**config.mk**
```make
export PLATFORM = sky130hd
export DESIGN_NAME = ex_muldiv_unit
export DESIGN_NICKNAME = d
export VERILOG_FILES = /design/src/rtl/rv32im_muldiv_pkg.sv /design/src/rtl/muldiv_radix2_divider.sv /design/src/rtl/ex_muldiv_unit.sv
export SDC_FILE = /design/constraint.sdc
export NUM_CORES = 2
export LEC_CHECK = 0
export BUFFER_PORTS_ARGS = -buffer_cell sky130_fd_sc_hd__clkbuf_2
export CORE_MARGIN = 2
export CORE_UTILIZATION = 38
export CTS_CLUSTER_SIZE = 28
export DETAILED_ROUTE_END_ITERATION = 10
export GPL_ROUTABILITY_DRIVEN = 0
export PLACE_DENSITY = 0.6
export SYNTH_ARGS = -nofsm -noshare
export SYNTH_HDL_FRONTEND = slang
export SYNTH_HIERARCHICAL = 1
export SYNTH_SLANG_ARGS = --single-unit
```
**constraint.sdc**
```tcl
create_clock -name CLK -period 11.6 [get_ports CLK]
set_input_delay 0.58 -clock CLK [delete_from_list [all_inputs] [get_ports CLK]]
set_output_delay 0.58 -clock CLK [all_outputs]
set_load 0.01 [all_outputs]
```
**src/rtl/rv32im_muldiv_pkg.sv**
```systemverilog
// Shared constants for the RV32M multiply/divide unit.
// Op codes, FSM encoding and divider iteration count.
package rv32im_muldiv_pkg;

  localparam logic [4:0] OP_MUL    = 5'h08;
  localparam logic [4:0] OP_MULH   = 5'h09;
  localparam logic [4:0] OP_MULHSU = 5'h0A;
  localparam logic [4:0] OP_MULHU  = 5'h0B;
  localparam logic [4:0] OP_DIV    = 5'h0C;
  localparam logic [4:0] OP_DIVU   = 5'h0D;
  localparam logic [4:0] OP_REM    = 5'h0E;
  localparam logic [4:0] OP_REMU   = 5'h0F;

  localparam int DIV_ITERATIONS = 32;

  typedef enum logic [1:0] {
    ST_IDLE     = 2'd0,
    ST_MUL_BUSY = 2'd1,
    ST_DIV_BUSY = 2'd2,
    ST_DONE     = 2'd3
  } md_state_e;

endpackage

```
**src/rtl/muldiv_radix2_divider.sv**
```systemverilog
// Unsigned 32-bit radix-2 restoring divider.
// The first iteration is folded into the start edge.
module muldiv_radix2_divider
  import rv32im_muldiv_pkg::*;
(
  input  logic        clk,
  input  logic        rst,
  input  logic        start_i,
  input  logic [31:0] dividend_i,
  input  logic [31:0] divisor_i,
  output logic        done_o,
  output logic [31:0] quotient_o,
  output logic [31:0] remainder_o
);

  localparam logic [5:0] LAST = 6'(DIV_ITERATIONS - 1);

  logic [31:0] rem_q, rem_d;
  logic [31:0] quo_q, quo_d;
  logic [31:0] dvs_q, dvs_d;
  logic [5:0]  cnt_q, cnt_d;
  logic        busy_q, busy_d;
  logic        done_q, done_d;

  logic [31:0] rem_in, quo_in, dvs_in;
  logic [32:0] shifted, diff;
  logic [31:0] rem_nx, quo_nx;

  always_comb begin
    rem_in  = start_i ? 32'd0 : rem_q;
    quo_in  = start_i ? dividend_i : quo_q;
    dvs_in  = start_i ? divisor_i : dvs_q;
    shifted = {rem_in, quo_in[31]};
    diff    = shifted - {1'b0, dvs_in};
    // bit 32 set means the trial subtraction underflowed
    if (!diff[32]) begin
      rem_nx = diff[31:0];
      quo_nx = {quo_in[30:0], 1'b1};
    end else begin
      rem_nx = shifted[31:0];
      quo_nx = {quo_in[30:0], 1'b0};
    end

    rem_d  = rem_q;
    quo_d  = quo_q;
    dvs_d  = dvs_q;
    cnt_d  = cnt_q;
    busy_d = busy_q;
    done_d = 1'b0;
    if (start_i) begin
      rem_d  = rem_nx;
      quo_d  = quo_nx;
      dvs_d  = divisor_i;
      cnt_d  = 6'd1;
      busy_d = 1'b1;
    end else if (busy_q) begin
      rem_d = rem_nx;
      quo_d = quo_nx;
      cnt_d = cnt_q + 6'd1;
      if (cnt_q == LAST) begin
        busy_d = 1'b0;
        done_d = 1'b1;
      end
    end
  end

  always_ff @(posedge clk) begin
    if (rst) begin
      rem_q  <= '0;
      quo_q  <= '0;
      dvs_q  <= '0;
      cnt_q  <= '0;
      busy_q <= 1'b0;
      done_q <= 1'b0;
    end else begin
      rem_q  <= rem_d;
      quo_q  <= quo_d;
      dvs_q  <= dvs_d;
      cnt_q  <= cnt_d;
      busy_q <= busy_d;
      done_q <= done_d;
    end
  end

  assign done_o      = done_q;
  assign quotient_o  = quo_q;
  assign remainder_o = rem_q;

endmodule

```
**src/rtl/ex_muldiv_unit.sv**
```systemverilog
// EX-stage iterative RV32M multiply/divide unit.
// Stalls the pipeline while busy, pulses VALID with the result.
module ex_muldiv_unit
  import rv32im_muldiv_pkg::*;
#(
  parameter int XLEN        = 32,
  parameter int MUL_LATENCY = 1
) (
  input  logic            CLK,
  input  logic            RESET,
  input  logic [4:0]      EX_ALU_SELECT,
  input  logic [XLEN-1:0] EX_OPERAND_A,
  input  logic [XLEN-1:0] EX_OPERAND_B,
  output logic [XLEN-1:0] MULDIV_RESULT,
  output logic            MULDIV_BUSY,
  output logic            MULDIV_VALID
);

  md_state_e   state_q, state_d;
  logic [4:0]  op_q, op_d;
  logic [31:0] a_q, a_d, b_q, b_d;
  logic        q_neg_q, q_neg_d;
  logic        r_neg_q, r_neg_d;
  logic [31:0] result_q, result_d;
  logic        valid_q, valid_d;
  logic [3:0]  mcnt_q, mcnt_d;

  logic        is_mop, is_div, is_rem, sdiv;
  logic        a_neg, b_neg, dbz, ovf;
  logic [31:0] a_abs, b_abs, spec_res;
  logic        a_sgn, b_sgn;
  logic signed [63:0] prod;
  logic [31:0] mul_res, div_res;
  logic        div_start, div_done;
  logic [31:0] div_quo, div_rem;

  muldiv_radix2_divider u_div (
    .clk        (CLK),
    .rst        (RESET),
    .start_i    (div_start),
    .dividend_i (a_abs),
    .divisor_i  (b_abs),
    .done_o     (div_done),
    .quotient_o (div_quo),
    .remainder_o(div_rem)
  );

  always_comb begin
    is_mop = (EX_ALU_SELECT[4:3] == 2'b01);
    is_div = EX_ALU_SELECT[2];
    is_rem = EX_ALU_SELECT[1];
    sdiv   = !EX_ALU_SELECT[0];
    a_neg  = sdiv & EX_OPERAND_A[31];
    b_neg  = sdiv & EX_OPERAND_B[31];
    a_abs  = a_neg ? -EX_OPERAND_A : EX_OPERAND_A;
    b_abs  = b_neg ? -EX_OPERAND_B : EX_OPERAND_B;
    dbz    = (EX_OPERAND_B == 32'd0);
    ovf    = sdiv && (EX_OPERAND_A == 32'h8000_0000)
                  && (EX_OPERAND_B == 32'hFFFF_FFFF);
    if (dbz)
      spec_res = is_rem ? EX_OPERAND_A : 32'hFFFF_FFFF;
    else
      spec_res = is_rem ? 32'd0 : 32'h8000_0000;

    a_sgn   = (op_q == OP_MULH) || (op_q == OP_MULHSU);
    b_sgn   = (op_q == OP_MULH);
    prod    = $signed({a_sgn & a_q[31], a_q})
            * $signed({b_sgn & b_q[31], b_q});
    mul_res = (op_q == OP_MUL) ? prod[31:0] : prod[63:32];

    if (op_q[1])
      div_res = r_neg_q ? -div_rem : div_rem;
    else
      div_res = q_neg_q ? -div_quo : div_quo;
  end

  always_comb begin
    state_d   = state_q;
    op_d      = op_q;
    a_d       = a_q;
    b_d       = b_q;
    q_neg_d   = q_neg_q;
    r_neg_d   = r_neg_q;
    result_d  = result_q;
    valid_d   = 1'b0;
    mcnt_d    = mcnt_q;
    div_start = 1'b0;
    unique case (state_q)
      ST_IDLE: if (is_mop) begin
        op_d = EX_ALU_SELECT;
        a_d  = EX_OPERAND_A;
        b_d  = EX_OPERAND_B;
        if (!is_div) begin
          state_d = ST_MUL_BUSY;
          mcnt_d  = 4'd0;
        end else if (dbz || ovf) begin
          state_d  = ST_DONE;
          result_d = spec_res;
          valid_d  = 1'b1;
        end else begin
          state_d   = ST_DIV_BUSY;
          div_start = 1'b1;
          q_neg_d   = a_neg ^ b_neg;
          r_neg_d   = a_neg;
        end
      end
      ST_MUL_BUSY: begin
        if (mcnt_q == 4'(MUL_LATENCY - 1)) begin
          state_d  = ST_DONE;
          result_d = mul_res;
          valid_d  = 1'b1;
        end else begin
          mcnt_d = mcnt_q + 4'd1;
        end
      end
      ST_DIV_BUSY: if (div_done) begin
        state_d  = ST_DONE;
        result_d = div_res;
        valid_d  = 1'b1;
      end
      ST_DONE: state_d = ST_IDLE;
      default: state_d = ST_IDLE;
    endcase
  end

  always_ff @(posedge CLK) begin
    if (RESET) begin
      state_q  <= ST_IDLE;
      op_q     <= '0;
      a_q      <= '0;
      b_q      <= '0;
      q_neg_q  <= 1'b0;
      r_neg_q  <= 1'b0;
      result_q <= '0;
      valid_q  <= 1'b0;
      mcnt_q   <= '0;
    end else begin
      state_q  <= state_d;
      op_q     <= op_d;
      a_q      <= a_d;
      b_q      <= b_d;
      q_neg_q  <= q_neg_d;
      r_neg_q  <= r_neg_d;
      result_q <= result_d;
      valid_q  <= valid_d;
      mcnt_q   <= mcnt_d;
    end
  end

  assign MULDIV_BUSY = !RESET && (((state_q == ST_IDLE) && is_mop)
                     || (state_q == ST_MUL_BUSY)
                     || (state_q == ST_DIV_BUSY));
  assign MULDIV_VALID  = valid_q;
  assign MULDIV_RESULT = result_q;

endmodule

```
# After elaboration in Yosys (flattened, before gate mapping)
# Cells that the tools add are included.
[word_totals]
out_inout_bits = 34
register_bits = 214
[op_classes]
add_sub_neg = 7
n_mux = 50
n_eq_ne = 17
n_mul = 1
bitwise_logic = 7
reduce_logical = 23
[op_table]
columns = ["cell", "count"]
rows = [
  ["2-to-1 mux 32 bit", 22],
  ["negator 32 bit", 4],
  ["one-hot mux 32 bit (3 select lines)", 1],
  ["equality test 32 bit, second input constant", 2],
  ["multiplier 33 x 33 -> 64 bit", 1],
  ["subtractor 33 x 32 -> 33 bit", 1],
  ["logical NOT 32 bit", 1],
  ["2-to-1 mux 1 bit", 17],
  ["equality test 5 x 4 -> 1 bit, second input constant", 3],
  ["2-to-1 mux 4 bit", 3],
  ["!= test 2 bit, second input constant", 6],
  ["2-to-1 mux 2 bit", 4],
  ["one-hot mux 2 bit (4 select lines)", 1],
  ["one-hot mux 4 bit (2 select lines)", 1],
  ["AND reduction 4 bit", 2],
  ["adder 6 x 1 -> 6 bit, second input constant", 1],
  ["equality test 6 x 5 -> 1 bit, second input constant", 1],
  ["AND reduction 6 bit", 1],
  ["adder 4 x 1 -> 4 bit, second input constant", 1],
  ["AND 1 bit", 4],
  ["equality test 2 x 1 -> 1 bit, second input constant", 2],
  ["equality test 2 bit, second input constant", 2],
  ["logical AND 1 bit", 4],
  ["logical NOT 4 bit", 1],
  ["other kinds (13)", 19],
]

# Logic depth before layout (Yosys ltp)
[logic_depth]
ltp_word = 13
mapped_depth = 33
ltp_nobuf = 30

# Modules after synthesis
# The synthesis kept the hierarchy.
[by_module_without_submodules]
columns = ["mod", "area_each_um2", "n_inst", "seq_area_each_um2", "cells_each"]
rows = [
  ["ex_muldiv_unit", 46194.3, 1, 2202.1, 5415],
  ["muldiv_radix2_divider", 6592.6, 1, 2082.0, 819],
]

# Worst setup path after synthesis
# No wires, ideal clock.
[synth_timing]
kind = "reg-to-reg"
startpoint = "register op_q[0]"
endpoint = "register result_q[28] (netlist: MULDIV_RESULT[28])"
path_slack_ns = 3.324
required_ns = 11.542
t_arrival_ns = 8.219
stages_incl_launch_ff = 29
setup_time_ns = 0.058
path_cell_list = "dfxtp_1 -> xor2_1 -> nand2_1 -> nor2_1 -> clkbuf_1 -> nand2_1 -> fa_1 -> fa_1 -> inv_1 -> fa_1 -> inv_1 -> fa_1 -> inv_1 -> fa_1 -> fa_1 -> fa_1 -> inv_1 -> fa_1 -> inv_1 -> ha_1 -> clkbuf_1 -> nand3_1 -> or3b_2 -> nand2_1 -> a211oi_1 -> o21a_1 -> or4_1 -> a31oi_1 -> a21o_1"
[synth_between]
elab_chain_len = 7
elab_cells_between_ends = 10
classes_between = "1 x mul; 3 x eq/ne; 3 x mux; 2 x bitwise; 1 x reduce/logical"
[synth_lines]
columns = ["item", "line", "text"]
rows = [
  ["from (decl)", "ex_muldiv_unit.sv:20", "logic [4:0] op_q, op_d;"],
  ["from (signal assigned)", "ex_muldiv_unit.sv:139", "op_q <= op_d;"],
  ["equality test 5 x 4 -> 1 bit (on tied branches)", "ex_muldiv_unit.sv:65, ex_muldiv_unit.sv:66", ""],
  ["logical OR 1 bit", "ex_muldiv_unit.sv:65", "a_sgn = (op_q == OP_MULH) || (op_q == OP_MULHSU);"],
  ["AND 1 bit", "ex_muldiv_unit.sv:67", "prod = $signed({a_sgn & a_q[31], a_q})"],
  ["multiplier 33 x 33 -> 64 bit", "ex_muldiv_unit.sv:68", "* $signed({b_sgn & b_q[31], b_q});"],
  ["2-to-1 mux 32 bit *", "ex_muldiv_unit.sv:69", "mul_res = (op_q == OP_MUL) ? prod[31:0] : prod[63:32];"],
  ["2-to-1 mux 32 bit *", "ex_muldiv_unit.sv:108", "if (mcnt_q == 4'(MUL_LATENCY - 1)) begin"],
  ["one-hot mux 32 bit (3 select lines) *", "ex_muldiv_unit.sv:88", "unique case (state_q)"],
  ["to (signal assigned)", "ex_muldiv_unit.sv:144", "result_q <= result_d;"],
  ["to (decl)", "ex_muldiv_unit.sv:24", "logic [31:0] result_q, result_d;"],
]
# Every way passes the cells marked *; elsewhere a longest branch is shown, timed or not. The select of a mux whose other input is x is not followed.
# A chain may end at the register's enable or synchronous reset.

# Worst setup path in the final report
[layout_timing]
startpoint = "register op_q[0]"
endpoint = "register result_q[25] (netlist: MULDIV_RESULT[25])"
# The elaborated chain is that of the path after synthesis.

==> results.yml <==
run_status:
  status: "complete, no violations"
detailed_routing:
  antenna_left: 0
  dr.first_iter.drc_count: 2991
  drc: 0
  vias: 42000
  drt_pass1_iterations: 5
  avgViaCountPerCell: 5.32
  post_drt_wl_per_cell_um: 20.0
  wl_um: 158000
clock_network:
  cts_max_level: 1
  cts_hold_buffers: 0
  post_cts_buffers: 0
  cts_root_buf: "clkbuf_16"
  clkSinkCount: 214
  clkLatencyLatePin_ns: 0.53
  tritoncts: "built"
  cts_resized: 0
  cts_buffer_depth: 3
  clk_pin_slew_ns: 0.06
  cts_inserted_buffers: 25
die:
  io_pins: 105
  start_util_pct: 38.3
  core.rowCount: 136
  dieArea_um2: 142000
  die_w_um: 377
  die_y_um: 377
  core_region_area_um2: 138000
logic_synthesis:
  ys_seq_elements: 214
  yosys_warnings: 6
  synth_edf_count: 0
  yosysTopAreaCellShare_pct: 42.7
  ys_top_cells_by_area: "fa_1 43%, inv_1 8.6%, dfxtp_1 8.1%, nand2_1 7.8%, ha_1 6.1%"
  syn_nets: 7688
  syn-instance-count: 6234
  synth_seq_area_share_pct: 8.12
  async_flop_share_pct: 0
  syn_area_um2: 52800
  synth_cell_types: 95
  synth_area_leader_cell: "fa_1"
  synth_ff_type: "dfxtp_1"
  synth.avg_cell_area_um2: 8.47
critical_path:
  critPathMostFrequentCell: "fa_1"
  cp.arrival_ns: 9.79
  slowest_delay_ns: 0.75
  cp_max_fo: 31
  cp-end-kind: "flop"
  cpMaxStageDelayCell: "fa_1"
  crit_family: "adder cells"
  critPathLaunchType: "flop"
  crit_type: "flop to flop"
  path_buf_inv: 6
  cp_data_required_time_ns: 12.02
power_and_ir_drop:
  power_leakage_nw: 25.0
  vdd_ir_drop_max_v: 0.000159
  total_power_mw: 5.03
  power_density_nw_per_um2: 90.5
sta:
  skew_ns: 0.0134
  min_period_ns: 9.37
  hold_violations: 0
  period_share_pct: 80.8
  setup_ws_ns: 2.23
  tightest_slew_ns: 1.06
  fmax_mhz: 107
  slew_headroom_pct: 28.5
  tns_ns: 0
  setup_viol_count_final: 0
  rsz0062_at_grt: "no"
  slew_viol_final: 0
global_routing:
  grt_usage_pct: 22.5
  grt.overflow.total: 0
  antenna_found_initial: 6
  grt_start_max_net_pins: 72
  grt_pass1_wl_um: 252000
  grt_pass1_vias: 43900
placed_design:
  pre_cts_slack_ns: 2.30
  port_buffers: 104
  place_hpwl_um: 126000
layout:
  final_cell_mix: "1205 x inv_1, 1126 x fa_1, 1095 x nand2_1"
  fin_nets: 7536
  num_antenna_cells: 0
  mostFrequentLayoutCell: "inv_1"
  final_util_pct: 40.4
  drive_above_1_share_pct: 5.15
  area_growth_pct: 5.40
job:
  maxCapViolCount: 0
min_path:
  hold_path.class: "primary input to flop"
## worst register-to-register path: cells and delay by family (launching register included)
| family | cells | cell delay (ns) |
|---|---|---|
| AO/OA/AOI/OAI | 3 | 0.77 |
| buffers and inverters | 6 | 1.33 |
| flip-flops | 1 | 0.44 |
| multiplexers | 1 | 0.41 |
| AND/OR/NAND/NOR | 6 | 1.12 |
| XOR/XNOR | 1 | 0.22 |
| adder cells (fa/ha/maj) | 9 | 4.98 |
## metrics by stage
step	cell area [µm²]	std cells	hold WS, ns
finish	55600	7893	0.367
floorplan	52800	6234	0.436
global placement	54800	7849	0.443
global route	55600	7893	0.373
detailed placement	54800	7849	0.448
CTS	55600	7893	0.345
## logic make-up (layout without fill, tap and decap cells)
logic type	after synthesis	after routing	synth area share, %
simple gates	2014	2014	17.5
buf+inv	1583	1448	11.3
fa+ha+maj	1383	1383	48.8
compound gates	742	742	9.07
xor+xnor	219	219	3.68
flops	214	214	8.12
mux	79	79	1.51
## final timing paths
path / from / slack [ns] / endpoint / depth (start not counted)
max: op_q[0] / 2.23 / MULDIV_RESULT[25] / 26
min: EX_OPERAND_B[16] / 0.37 / b_q[16] / 3
max reg2reg: op_q[0] / 2.23 / MULDIV_RESULT[25] / 26
min reg2reg: a_q[5] / 0.45 / a_q[5] / 2
## cells in the mapped netlist, types with 95 or more instances
library cell,count
xnor2_1,122
a21oi_1,257
xor2_1,95
fa_1,1126
and2_1,318
nand2_1,1095
o21ai_0,142
ha_1,257
dfxtp_1,214
inv_1,1206
nor2_1,271
clkbuf_1,350
## power by group
part | switching (mW) | internal, mW | leakage, nW
Clock | 0.340 | 0.453 | 0.387
Combinational | 2.20 | 1.05 | 22.8
Sequential | 0.162 | 0.825 | 1.74
## flip-flops by register name, summed over array words and instances, names as in the netlist
signal / count
a_q: 32
u_div/dvs_q: 32
b_q: 32
op_q: 5
state_q: 2
MULDIV_VALID: 1
q_neg_q: 1
MULDIV_RESULT: 32
u_div/remainder_o: 32
mcnt_q: 4
u_div/quotient_o: 32
u_div/done_o: 1
u_div/busy_q: 1
r_neg_q: 1
u_div/cnt_q: 6
## layout make-up
| cell class | instances | area [µm²] |
|---|---|---|
| sequential | 214 | 4290 |
| timing repair buffer | 198 | 1230 |
| clock buffer | 36 | 717 |
| clock inverter | 8 | 85.1 |
| inverter | 1206 | 4530 |
| multi-input combinational | 4437 | 42500 |
| tap | 1794 | 2240 |
| fill | 13900 | 82000 |
## per-layer routing
metal | global-route usage, % | vias to the layer above | routed length [µm]
li1 | - | 18700 | -
met1 | 30.3 | 21600 | 66100
met2 | 37.5 | 1412 | 74800
met3 | 3.22 | 283 | 10900
met4 | 7.05 | 6 | 5750
met5 | 0 | - | 37
Power figures use the tool's default switching activity.
